$ cat config.mk
export PLATFORM = sky130hd
export DESIGN_NAME = cache_port_arbiter
export DESIGN_NICKNAME = d
export VERILOG_FILES = /design/src/rtl/cache_port_arbiter.sv
export SDC_FILE = /design/constraint.sdc
export NUM_CORES = 1
export LEC_CHECK = 0
export ABC_AREA = 1
export ABC_CLOCK_PERIOD_IN_PS = 3800
export CORE_ASPECT_RATIO = 0.6
export CORE_MARGIN = 3
export CORE_UTILIZATION = 44
export CTS_CLUSTER_SIZE = 24
export DETAILED_ROUTE_END_ITERATION = 8
export PLACE_DENSITY = 0.82
export RECOVER_POWER = 25
export SETUP_SLACK_MARGIN = 0.3
export SLEW_MARGIN = 20
export SYNTH_ARGS = -nofsm -noshare
export SYNTH_HDL_FRONTEND = slang
export SYNTH_SLANG_ARGS = --single-unit
$ cat constraint.sdc
create_clock -name clk -period 3.8 [get_ports clk]
set_clock_uncertainty 0.05 [all_clocks]
set_input_delay 0.95 -clock clk [delete_from_list [all_inputs] [get_ports clk]]
set_output_delay 0.95 -clock clk [all_outputs]
set_load 0.005 [all_outputs]
$ cat src/rtl/cache_port_arbiter.sv
// Two-port round-robin arbiter in front of a single-command cache controller.
// Define ARB_STATS_EN to add saturating per-port grant counters (grant_cnt0/1).
module cache_port_arbiter #(
    parameter int ADDRESS_WORD_SIZE = 32,
    parameter int STAT_WIDTH        = 16
) (
    input  logic                         clk,
    input  logic                         rst_b,
    input  logic                         req0,
    input  logic                         req1,
    input  logic                         op0,
    input  logic                         op1,
    input  logic [ADDRESS_WORD_SIZE-1:0] addr0,
    input  logic [ADDRESS_WORD_SIZE-1:0] addr1,
    input  logic [7:0]                   wdata0,
    input  logic [7:0]                   wdata1,
    output logic                         done0,
    output logic                         done1,
    output logic [7:0]                   rdata0,
    output logic [7:0]                   rdata1,
    output logic                         hit0,
    output logic                         hit1,
    output logic                         c_req,
    output logic                         c_opcode,
    output logic [ADDRESS_WORD_SIZE-1:0] c_address,
    output logic [7:0]                   c_data_in,
    input  logic                         c_ready,
    input  logic [7:0]                   c_data_out,
    input  logic                         c_hit
`ifdef ARB_STATS_EN
    ,
    output logic [STAT_WIDTH-1:0]        grant_cnt0,
    output logic [STAT_WIDTH-1:0]        grant_cnt1
`endif
);

    typedef enum logic [1:0] {IDLE, ISSUE, WAIT, DONE} state_t;

    state_t                         state_q, state_d;
    logic                           rr_q, rr_d;
    logic                           win_q, win_d;
    logic                           win_sel;
    logic                           grant;
    logic                           c_req_q, c_req_d;
    logic                           c_opcode_q, c_opcode_d;
    logic [ADDRESS_WORD_SIZE-1:0]   c_address_q, c_address_d;
    logic [7:0]                     c_data_in_q, c_data_in_d;
    logic                           done0_q, done0_d, done1_q, done1_d;
    logic [7:0]                     rdata0_q, rdata0_d, rdata1_q, rdata1_d;
    logic                           hit0_q, hit0_d, hit1_q, hit1_d;

    // Single requester wins outright; rr only breaks ties.
    assign win_sel = (req0 && req1) ? rr_q : req1;
    assign grant   = (state_q == IDLE) && (req0 || req1);

    always_comb begin
        state_d     = state_q;
        rr_d        = rr_q;
        win_d       = win_q;
        c_req_d     = 1'b0;
        c_opcode_d  = c_opcode_q;
        c_address_d = c_address_q;
        c_data_in_d = c_data_in_q;
        done0_d     = 1'b0;
        done1_d     = 1'b0;
        rdata0_d    = rdata0_q;
        rdata1_d    = rdata1_q;
        hit0_d      = hit0_q;
        hit1_d      = hit1_q;
        case (state_q)
            IDLE: begin
                if (grant) begin
                    win_d       = win_sel;
                    c_opcode_d  = win_sel ? op1    : op0;
                    c_address_d = win_sel ? addr1  : addr0;
                    c_data_in_d = win_sel ? wdata1 : wdata0;
                    c_req_d     = 1'b1;
                    state_d     = ISSUE;
                end
            end
            ISSUE: state_d = WAIT;
            WAIT: begin
                // Response is presented straight from the capture flops during DONE.
                if (c_ready) begin
                    state_d = DONE;
                    if (win_q) begin
                        done1_d  = 1'b1;
                        rdata1_d = c_data_out;
                        hit1_d   = c_hit;
                    end else begin
                        done0_d  = 1'b1;
                        rdata0_d = c_data_out;
                        hit0_d   = c_hit;
                    end
                end
            end
            DONE: begin
                rr_d    = ~win_q;
                state_d = IDLE;
            end
            default: state_d = IDLE;
        endcase
    end

    always_ff @(posedge clk or posedge rst_b) begin
        if (rst_b) begin
            state_q     <= IDLE;
            rr_q        <= 1'b0;
            win_q       <= 1'b0;
            c_req_q     <= 1'b0;
            c_opcode_q  <= 1'b0;
            c_address_q <= '0;
            c_data_in_q <= '0;
            done0_q     <= 1'b0;
            done1_q     <= 1'b0;
            rdata0_q    <= '0;
            rdata1_q    <= '0;
            hit0_q      <= 1'b0;
            hit1_q      <= 1'b0;
        end else begin
            state_q     <= state_d;
            rr_q        <= rr_d;
            win_q       <= win_d;
            c_req_q     <= c_req_d;
            c_opcode_q  <= c_opcode_d;
            c_address_q <= c_address_d;
            c_data_in_q <= c_data_in_d;
            done0_q     <= done0_d;
            done1_q     <= done1_d;
            rdata0_q    <= rdata0_d;
            rdata1_q    <= rdata1_d;
            hit0_q      <= hit0_d;
            hit1_q      <= hit1_d;
        end
    end

    assign c_req     = c_req_q;
    assign c_opcode  = c_opcode_q;
    assign c_address = c_address_q;
    assign c_data_in = c_data_in_q;
    assign done0     = done0_q;
    assign done1     = done1_q;
    assign rdata0    = rdata0_q;
    assign rdata1    = rdata1_q;
    assign hit0      = hit0_q;
    assign hit1      = hit1_q;

`ifdef ARB_STATS_EN
    logic [STAT_WIDTH-1:0] gcnt0_q, gcnt0_d, gcnt1_q, gcnt1_d;

    // Counts entries into ISSUE; sticks at all-ones.
    always_comb begin
        gcnt0_d = gcnt0_q;
        gcnt1_d = gcnt1_q;
        if (grant && !win_sel && (gcnt0_q != '1)) gcnt0_d = gcnt0_q + STAT_WIDTH'(1);
        if (grant &&  win_sel && (gcnt1_q != '1)) gcnt1_d = gcnt1_q + STAT_WIDTH'(1);
    end

    always_ff @(posedge clk or posedge rst_b) begin
        if (rst_b) begin
            gcnt0_q <= '0;
            gcnt1_q <= '0;
        end else begin
            gcnt0_q <= gcnt0_d;
            gcnt1_q <= gcnt1_d;
        end
    end

    assign grant_cnt0 = gcnt0_q;
    assign grant_cnt1 = gcnt1_q;
`else
    // Statistics build option off: no grant counters.
`endif

endmodule

======== After elaboration in Yosys (flattened, before gate mapping) ========
Index checks and enable logic that the tools add are counted.
storage, ports and cells
  logic and storage cells ................. 42
  input bits .............................. 96
  output and inout port bits .............. 62
  register bits ........................... 66
cells by class
  equal/unequal tests ..................... 5
  bitwise logic cells ..................... 1
  mux-type cells .......................... 15
  reductions and logical operators ........ 8
operator list
  kind                number
  $mux 32             1
  $mux 1              10
  $mux 8              1
  $pmux 2 s4          1
  $reduce_and 3->1    2
  $eq 2x2->1 const B  2
  $mux 2              2
  $ne 2x2->1 const B  2
  $reduce_and 2->1    2
  $eq 2x1->1 const B  1
  $logic_and 1x1->1   2
  $logic_not 2->1     1
  $logic_or 1x1->1    1
  $not 1->1           1

======== Longest topological paths before layout ========
  word-level depth ........................ 4
  depth in mapped cells ................... 7
  gate-level depth less buffers ........... 6

======== Worst setup path after synthesis ========
OpenSTA, ideal clock, no wires.
  path type ............................... input to register
  from .................................... input port req1
  to ...................................... register c_address_q[0], in the netlist c_address[0]
  cell stages on the path ................. 6
  library setup time ...................... 0.118 ns
  arrival ................................. 1.659 ns
  required time ........................... 3.632 ns
  path slack .............................. 1.974 ns
  path buffers ............................ 2
  path through ............................ buf_2 o21ai_4 inv_2 buf_6 nand3_1 nand2_1
between the ends
  longest elaborated chain between the ends .. 3
  elaborated cells on any way between the ends .. 6
  those cells by class .................... 2 x mux; 4 x reduce/logical
ends and longest elaborated chain
  what                                                          RTL line  RTL
  from (decl)                                                   10        input logic req1,
  $logic_and 1x1->1 / $logic_or 1x1->1 (equally long branches)  53, 54
  $mux 1 / $logic_and 1x1->1 (equally long branches)            53, 54
  $mux 32 / $reduce_and 2->1 (equally long branches)            -
  to (signal assigned)                                          126       c_address_q <= c_address_d;
  to (decl)                                                     46        logic [ADDRESS_WORD_SIZE-1:0] c_address_q, c_address_d;
Parallel ways exist; a longest one is shown, timed or not.
A chain may end at the register's enable or synchronous reset.

==> results.cfg <==
[place]
place_hpwl_um = 7073
pre_cts_slack_ns = 1.048
portBuffers = 157
gp_congestion = 0.8475

[critical_path]
worst-r2r-setup-slack_ns = 2.03
crit_end = state_q[0]
endpoint_kind = async pin
timing_worst_setup_path_type = primary input to async pin
path_buf_inv = 3
start_kind = primary input
worstPathArrival_ns = 3.03
slowest_delay_ns = 0.98
required_ns = 3.99
ff2ff_path_depth = 6
regToRegEndpoint = c_address[5]
crit_family = buffers and inverters
path_cells = dlygate4sd3_1 > inv_1 > clkbuf_1
worstPathMaxFanout = 23
crit_cells = 3
r2r-start = state_q[0]
critPathSlowestCell = clkbuf_1
startpoint = rst_b

[sta]
tightest_slew_ns = 1.240
max_slew_margin_pct = 17.34
setup_ws_ns = 0.9552
hold_viol = 0
setup_tns_ns = 0
post-route-period-util_pct = 74.86
fmax_ghz = 0.3515
setup_violations = 0
min_period_ns = 2.845
grt_setup_unrepaired = false
finalMaxSlewViolations = 0

[synth]
synth_common_cells = 147 x nand2_1, 100 x inv_1, 84 x nand3_1, 66 x dfrtp_1, 19 x o21ai_0
ys_seq_elements = 66
synth.top_cell.area_share_pct = 49.70
netlist_area_um2 = 3323
synthDistinctLibCells = 16
ys.flop_type = dfrtp_1
syn_inst = 452
syn_avg_cell_area_um2 = 7.352
synth.area.top_cells = dfrtp_1 50%, nand2_1 17%, nand3_1 13%, inv_1 11%, o21ai_0 2.9%
synth_edf_count = 0
yosys_warnings = 0
synth_most_common_cell = nand2_1
yosysTopAreaCell = dfrtp_1
yosysSeqAreaShare_pct = 49.70
ys_async_sr_fraction_pct = 100.0
synthesis.nets = 551

[floorplanning]
rows = 23
die-area_um2 = 8665
io_pins = 158
die_h_um = 73.32
die_w_um = 118.2
core_um2 = 6993
start_util_pct = 47.52

[clock_network]
cts_sinks = 66
cts-root-buf = clkbuf_16
cts_tree = yes
ctsResizeCount = 0
hold_buffers = 0
insertion_delay_ns = 0.33
clock_path_buffers = 2
h-tree-depth = 3
post-cts-setup-buffer-count = 0
numCtsBuffers = 9
path_clk_slew_ns = 0.05

[detailed_routing]
drc = 0
via_count = 3409
route.met2.wl_um = 4750
drt-total-wl_um = 10450
detail_route.vias_per_cell = 4.822
top_layer = met4
ant_nets = 0
dr.pass1.iters = 4
wl_met1_um = 4474
first_iter_violations = 354
wire_per_inst_um = 14.78
route.met3.wl_um = 1106

[grt]
grt_overflow = 0
antenna_found_initial = 0
grt_first_pass_wirelength_um = 16860
grt_usage_pct = 24.82
grt_pass1_vias = 3476
grt_max_degree = 44

[run_status]
outcome = completed

[power]
ir_drop_mv = 0.2896
leakagePower_nw = 2.806
power.density_nw_per_um2 = 712.7

[final_layout]
antenna_cells = 0
final_core_util_pct = 75.15
finalNetCount = 701
syn2layout_area_growth_pct = 58.13
drive_gt1_share_pct = 4.119

[hold_path]
min_path_type = flip-flop to flip-flop

[run]
max_cap_violations = 0
-- final cells by class --
type / count / area (um2)
Fill cell: 512 / 1738
Sequential cell: 66 / 1652
Timing Repair Buffer: 162 / 1600
Multi-Input combinational cell: 262 / 1160
Inverter: 101 / 379.1
Clock buffer: 12 / 266.5
Tap cell: 100 / 125.1
Clock inverter: 4 / 72.57
-- sequential cells by signal (all words and copies together), names as in the netlist --
register	cells
c_address	32
c_data_in	8
rdata0	8
rdata1	8
state_q	2
c_opcode	1
c_req	1
done0	1
done1	1
hit0	1
hit1	1
rr_q	1
win_q	1
-- how the worst min path moves through the flow --
| stage | start | end | slack [ns] | cells after the start |
|---|---|---|---|---|
| after floorplan | c_address[0] | c_address[0] | 0.42 | 2 |
| after global placement | c_address[10] | c_address[10] | 0.41 | 2 |
| after detailed placement | c_address[31] | c_address[31] | 0.41 | 2 |
| after CTS | c_address[31] | c_address[31] | 0.43 | 2 |
| after global routing | c_address[31] | c_address[31] | 0.45 | 2 |
| final | c_address[31] | c_address[31] | 0.43 | 2 |
-- worst min-delay path, stage by stage, from the launching register on --
cell and delay (ns):
dfrtp_1 0.34, nand2_1 0.05, nand2_1 0.05
-- metrics by stage --
stage          area, um2  power (mW)  hold WS (ns)  instances
2_1_floorplan       3323       1.920        0.4226        452
3_3_place_gp        4925       2.769        0.4110        691
3_5_place_dp        4925       2.833        0.4148        691
4_1_cts             5264       3.779        0.4292        707
5_1_grt             5255       3.995        0.4466        707
6_report            5255       3.745        0.4255        707
-- cell usage in the layout (no fill, tap or decap) --
| cell type | instances |
|---|---|
| buf_2 | 1 |
| nand2_2 | 2 |
| dfrtp_1 | 66 |
| clkinv_2 | 1 |
| ha_1 | 3 |
| bufinv_16 | 2 |
| dlygate4sd3_1 | 1 |
| clkbuf_1 | 1 |
| clkbuf_16 | 9 |
| clkbuf_8 | 3 |
| clkinvlp_4 | 1 |
| o21ai_4 | 1 |
| inv_2 | 1 |
| inv_1 | 100 |
| nor2_1 | 3 |
| o21ai_0 | 19 |
| nand2_1 | 147 |
| buf_4 | 4 |
| clkdlybuf4s50_1 | 155 |
| nand3_1 | 85 |
| a21oi_1 | 2 |
-- kinds of logic after synthesis --
logic type	Yosys count	synth area share, %
flip-flops	66	49.70
buffers and inverters	124	15.25
AND/OR/NAND/NOR	237	30.27
AO/OA/AOI/OAI	22	3.652
adder cells (fa/ha/maj)	3	1.130
-- per-layer routing --
metal | vias up | track usage [%]
met5 | - | 0
li1 | 1652 | -
met2 | 176 | 41.87
met1 | 1570 | 30.17
met4 | 0 | 7.922
met3 | 11 | 9.154
-- power by group --
group	leakage, nW	internal, mW	switching [mW]
logic	1.83	0.854	0.714
clock network	0.165	0.626	0.294
registers	0.816	1.05	0.209
Power figures use the tool's default switching activity.
